**src/rtl/imem_loader.sv**
```systemverilog
// Boot-time program loader.
// Accepts a byte stream (header byte N, then 4*N payload bytes) over a
// valid/ready link, packs each group of four bytes little-endian into a
// 32-bit instruction word, and writes it to instruction memory at byte
// address 4*index. The processor core is held in reset until a load
// completes successfully.
module imem_loader #(
  parameter int DEPTH = 64
) (
  input  logic        clk,
  input  logic        reset,
  input  logic        start,
  input  logic [7:0]  rx_data,
  input  logic        rx_valid,
  output logic        rx_ready,
  output logic        mem_we,
  output logic [31:0] mem_addr,
  output logic [31:0] mem_wdata,
  output logic        cpu_reset,
  output logic        busy,
  output logic        done,
  output logic        error,
  output logic [7:0]  words_loaded
);

  typedef enum logic [2:0] {
    S_IDLE,
    S_HDR,
    S_BYTES,
    S_WRITE,
    S_DONE,
    S_ERR
  } state_t;

  // Header limit widened by one bit so DEPTH itself (and any header byte)
  // compares unsigned without truncation.
  localparam logic [8:0] DEPTH_LIM = 9'(DEPTH);

  state_t      state;
  state_t      state_nxt;
  logic [1:0]  byte_cnt;
  logic [7:0]  word_idx;
  logic [7:0]  n_words;
  logic        xfer;

  // A byte moves only when both sides agree in the same cycle.
  assign xfer = rx_valid & rx_ready;

  // State register.
  // NOTE: sequential state uses non-blocking (<=) so every flop samples
  // the values from before the edge, independent of statement order.
  always_ff @(posedge clk or negedge reset) begin
    if (!reset) begin
      state <= S_IDLE;
    end else begin
      state <= state_nxt;
    end
  end

  // Next-state decode.
  // NOTE: the default assignment first keeps every path covered, so no
  // latch is inferred for state_nxt.
  always_comb begin
    state_nxt = state;
    unique case (state)
      S_IDLE: begin
        if (start) state_nxt = S_HDR;
      end
      S_HDR: begin
        if (xfer) begin
          if (rx_data == 8'd0) begin
            state_nxt = S_DONE;
          end else if ({1'b0, rx_data} > DEPTH_LIM) begin
            state_nxt = S_ERR;
          end else begin
            state_nxt = S_BYTES;
          end
        end
      end
      S_BYTES: begin
        if (xfer && byte_cnt == 2'd3) state_nxt = S_WRITE;
      end
      S_WRITE: begin
        if (word_idx + 8'd1 == n_words) begin
          state_nxt = S_DONE;
        end else begin
          state_nxt = S_BYTES;
        end
      end
      S_DONE: begin
        if (start) state_nxt = S_HDR;
      end
      S_ERR: begin
        if (start) state_nxt = S_HDR;
      end
      default: state_nxt = S_IDLE;
    endcase
  end

  // Datapath: header capture, byte-lane packing, address and counters.
  // The address is latched with the fourth byte so it is already stable
  // during the single WRITE cycle together with the completed word.
  always_ff @(posedge clk or negedge reset) begin
    if (!reset) begin
      byte_cnt     <= 2'd0;
      word_idx     <= 8'd0;
      n_words      <= 8'd0;
      mem_addr     <= 32'd0;
      mem_wdata    <= 32'd0;
      words_loaded <= 8'd0;
    end else begin
      unique case (state)
        S_HDR: begin
          if (xfer) begin
            n_words      <= rx_data;
            words_loaded <= 8'd0;
            byte_cnt     <= 2'd0;
            word_idx     <= 8'd0;
          end
        end
        S_BYTES: begin
          if (xfer) begin
            mem_wdata[{byte_cnt, 3'b000} +: 8] <= rx_data;
            if (byte_cnt == 2'd3) begin
              byte_cnt <= 2'd0;
              mem_addr <= {22'd0, word_idx, 2'b00};
            end else begin
              byte_cnt <= byte_cnt + 2'd1;
            end
          end
        end
        S_WRITE: begin
          word_idx     <= word_idx + 8'd1;
          words_loaded <= words_loaded + 8'd1;
        end
        default: begin
        end
      endcase
    end
  end

  // Moore output decode of the state register.
  always_comb begin
    rx_ready  = (state == S_HDR) || (state == S_BYTES);
    mem_we    = (state == S_WRITE);
    busy      = (state == S_HDR) || (state == S_BYTES) || (state == S_WRITE);
    done      = (state == S_DONE);
    error     = (state == S_ERR);
    cpu_reset = (state != S_DONE);
  end

endmodule

```
**config.mk**
```make
export PLATFORM = sky130hd
export DESIGN_NAME = imem_loader
export DESIGN_NICKNAME = d
export VERILOG_FILES = /design/src/rtl/imem_loader.sv
export SDC_FILE = /design/constraint.sdc
export NUM_CORES = 1
export LEC_CHECK = 0
export ABC_AREA = 1
export CORE_ASPECT_RATIO = 1.5
export CORE_MARGIN = 3
export CORE_UTILIZATION = 48
export CTS_CLUSTER_SIZE = 28
export DETAILED_ROUTE_END_ITERATION = 10
export PLACE_DENSITY = 0.75
export SLEW_MARGIN = 30
export SYNTH_ARGS = -nofsm -noshare
export SYNTH_HDL_FRONTEND = slang
export SYNTH_SLANG_ARGS = --single-unit
```
**constraint.sdc**
```tcl
create_clock -name clk -period 2.2 [get_ports clk]
set_input_delay 0.55 -clock clk [delete_from_list [all_inputs] [get_ports clk]]
set_output_delay 0.55 -clock clk [all_outputs]
set_load 0.01 [all_outputs]
```
==> reports/results.ini <==
[cells_and_area]
final_nets = 563
nFillCells = 655
diodes = 0
area_growth_syn_to_layout_pct = 26.60
final_area_um2 = 4668
drive_above_1_share_pct = 10.40

[placed_design]
port_buffers = 65
hpwl_um = 6392
place_area_um2 = 4423
gp_congestion = 0.8801
place_ws_ns = 0.03940

[power]
power.total_mw = 4.304
peakVddDrop_uv = 609.8
p_per_area_nw_per_um2 = 922.0
leakagePower_nw = 2.320

[timing]
period_share_pct = 95.47
hold_viol = 0
max_freq_mhz = 476.1
worst_slew_pin_slew_ns = 0.6015
setup_violations = 0
worst_slack_ns = 0.09969
grt_setup_unrepaired = false
fin_skew_ns = 0.009657
min_period_ns = 2.100
max_slew_margin_pct = 59.84
maxSlewViolCount = 0
tns_ns = 0

[clock_tree]
clk_latency_ns = 0.36
h-tree-depth = 3
cts_hold_buf = 0
cts.path.max_buffers = 2
clk_pin_slew_ns = 0.08
clkSinkCount = 69
cts_tree = yes
numCtsBuffers = 9
cts-root-buf = clkbuf_8
post_cts_buffers = 0

[worst_setup_path]
r2r-start = byte_cnt[1]$_DFFE_PN0P_
r2r_end = mem_wdata[19]$_DFFE_PN0P_
cp-end-kind = output pin
slowest_stage = clkdlybuf4s50_1
critPathArrivalTime_ns = 1.55
path_cells = inv_4, a21oi_1, clkdlybuf4s50_1
r2r_slack_ns = 0.33
crit_path_start_kind = register
crit_fanout = 5
reg2reg_depth = 6
slowest_delay_ns = 0.55
worstPathRequired_ns = 1.65
worstSetupPathType = register to output pin

[grt]
overflow = 0
grt_pass1_wl_um = 14730
antenna_found_initial = 0
grt_usage_pct = 20.77
grt_start_max_net_pins = 70
grt_pass1_vias = 3264

[detailed_routing]
vias_per_cell = 5.066
drtIter0Drc = 170
dr.pass1.iters = 5
drtAntennaViolNets = 0
wl_um = 8622
drc = 0
vias = 3283
wl_per_cell_um = 13.31

[logic_synthesis]
synth_area_um2 = 3687
synth.avg_cell_area_um2 = 7.964
ys_warn_count = 0
ys_seq_area_share_pct = 46.83
ys_seq_elements = 69
synthCells = 463
netlist.area_leader.share_pct = 46.83
synth_area_leader_cell = dfrtp_1
ys_types = 30
synth.area.top_cells = dfrtp_1 47%, nand2_1 12%, nand3_1 6.7%

[die]
pin_count = 90
initial_utilization_pct = 50.03
die_w_um = 77.56
rows = 38
die-area_um2 = 8791
die_height_um = 113.3
core-area_um2 = 7370

[hold_path]
hp-class = input port to async pin

[job]
cap_violations = 0

[status]
outcome = finished clean

-- cell usage in the layout (no fill, tap or decap), types with 2 or more instances in the layout --
cell type / instances
conb_1: 24
dfrtp_2: 2
clkdlybuf4s50_1: 59
ha_1: 8
clkinv_1: 3
nor2_1: 24
nand3b_1: 2
clkbuf_8: 9
nand3_1: 49
buf_4: 12
nand2_1: 117
nor3_1: 9
o21ai_1: 12
inv_2: 8
clkinv_4: 4
nor2_4: 7
o21ai_0: 47
dfrtp_1: 67
o22ai_1: 5
nor2_2: 5
a21oi_1: 4
dlymetal6s2s_1: 2
bufinv_16: 2
nand4_1: 11
inv_1: 41
dlygate4sd2_1: 3
-- worst max-delay path, delay by kind of cell (launching register included) --
family | cells | cell delay, ns
AOI/OAI and AO/OA | 1 | 0.15
buffers and inverters | 2 | 0.61
DFF | 1 | 0.44
-- per-stage QoR --
stage,instances,util [%],hold WS [ns]
detailed placement,632,60.02,0.4682
floorplan,486,-,0.2544
global placement,632,60.02,0.4644
global route,648,63.34,0.2386
CTS,648,63.12,0.2326
finish,648,63.34,0.2185
-- area by class of cell --
| cell class | count | area (um2) | share of cell area (%) |
|---|---|---|---|
| Sequential cell | 69 | 1729 | 37.04 |
| Clock inverter | 7 | 100.1 | 2.144 |
| Inverter | 53 | 201.4 | 4.315 |
| Clock buffer | 9 | 123.9 | 2.653 |
| Timing Repair Buffer | 78 | 757.0 | 16.22 |
| Multi-Input combinational cell | 332 | 1632 | 34.95 |
| Tap cell | 100 | 125.1 | 2.680 |
-- power by group --
| group | switching, mW | total, mW | internal, mW |
|---|---|---|---|
| combinational | 0.890 | 1.48 | 0.592 |
| sequential | 0.173 | 1.65 | 1.48 |
| clock | 0.525 | 1.17 | 0.644 |
-- logic make-up after synthesis --
group                    synth area share [%]
multiplexers                           0.3054
XOR/XNOR                               0.4751
adder cells (fa/ha/maj)                 2.715
buffers and inverters                   11.67
AND/OR/NAND/NOR                         28.06
AO/OA/AOI/OAI                           9.841
flip-flops                              46.83
other                                  0.1017
-- synth_stat cells --
library cell  instances
buf_4                24
o21ai_1              12
nand4_1              11
a21oi_1               4
o21bai_1              1
xnor2_1               1
nand3_1              49
xor2_1                1
inv_1                41
nor3_2                1
nor3_1                9
buf_6                 2
nand2_2               1
nor2_4                5
ha_1                  8
inv_2                 9
nand2_1             117
nand3b_1              2
clkbuf_1              1
a22o_1                1
nor2_1               26
dfrtp_1              69
mux2_2                1
clkinv_1              3
conb_1                1
buf_2                 5
nor2_2                5
o22ai_1               5
o21ai_0              47
nor2_8                1
-- worst max path at each step --
stage	startpoint	to	slack (ns)	depth (start not counted)
global placement	rx_valid	mem_wdata[14]$_DFFE_PN0P_	0.1	8
detailed placement	rx_valid	mem_wdata[14]$_DFFE_PN0P_	0.04	8
CTS	state[1]$_DFFE_PN0P_	cpu_reset	0.02	5
floorplan	byte_cnt[0]$_DFFE_PN0P_	mem_wdata[16]$_DFFE_PN0P_	0.20	7
global route	state[0]$_DFFE_PN0P_	rx_ready	0.002	7
finish	state[1]$_DFFE_PN0P_	busy	0.1	3
-- state kept, by name, summed over array words and instances (netlist names) --
register	flops
byte_cnt	2
mem_addr	8
mem_wdata	32
n_words	8
state	3
word_idx	8
words_loaded	8
-- timing repair --
item,CTS,global route
endpoints found under the setup margin,3,4
gates resized for setup,6,6
pin swaps,1,0
endpoints found under the hold margin,0,0
-- metal layers --
metal | wire length, um | global-route usage (%) | share of wire [%] | vias to the layer above
met3 | 436 | 4.379 | 5.1 | 13
met5 | 0 | 0 | 0 | -
met4 | 107 | 6.888 | 1.2 | 0
met1 | 3460 | 23.40 | 40 | 1534
li1 | - | - | - | 1627
met2 | 4617 | 38.49 | 54 | 109
(Power assumes the default switching activity.)
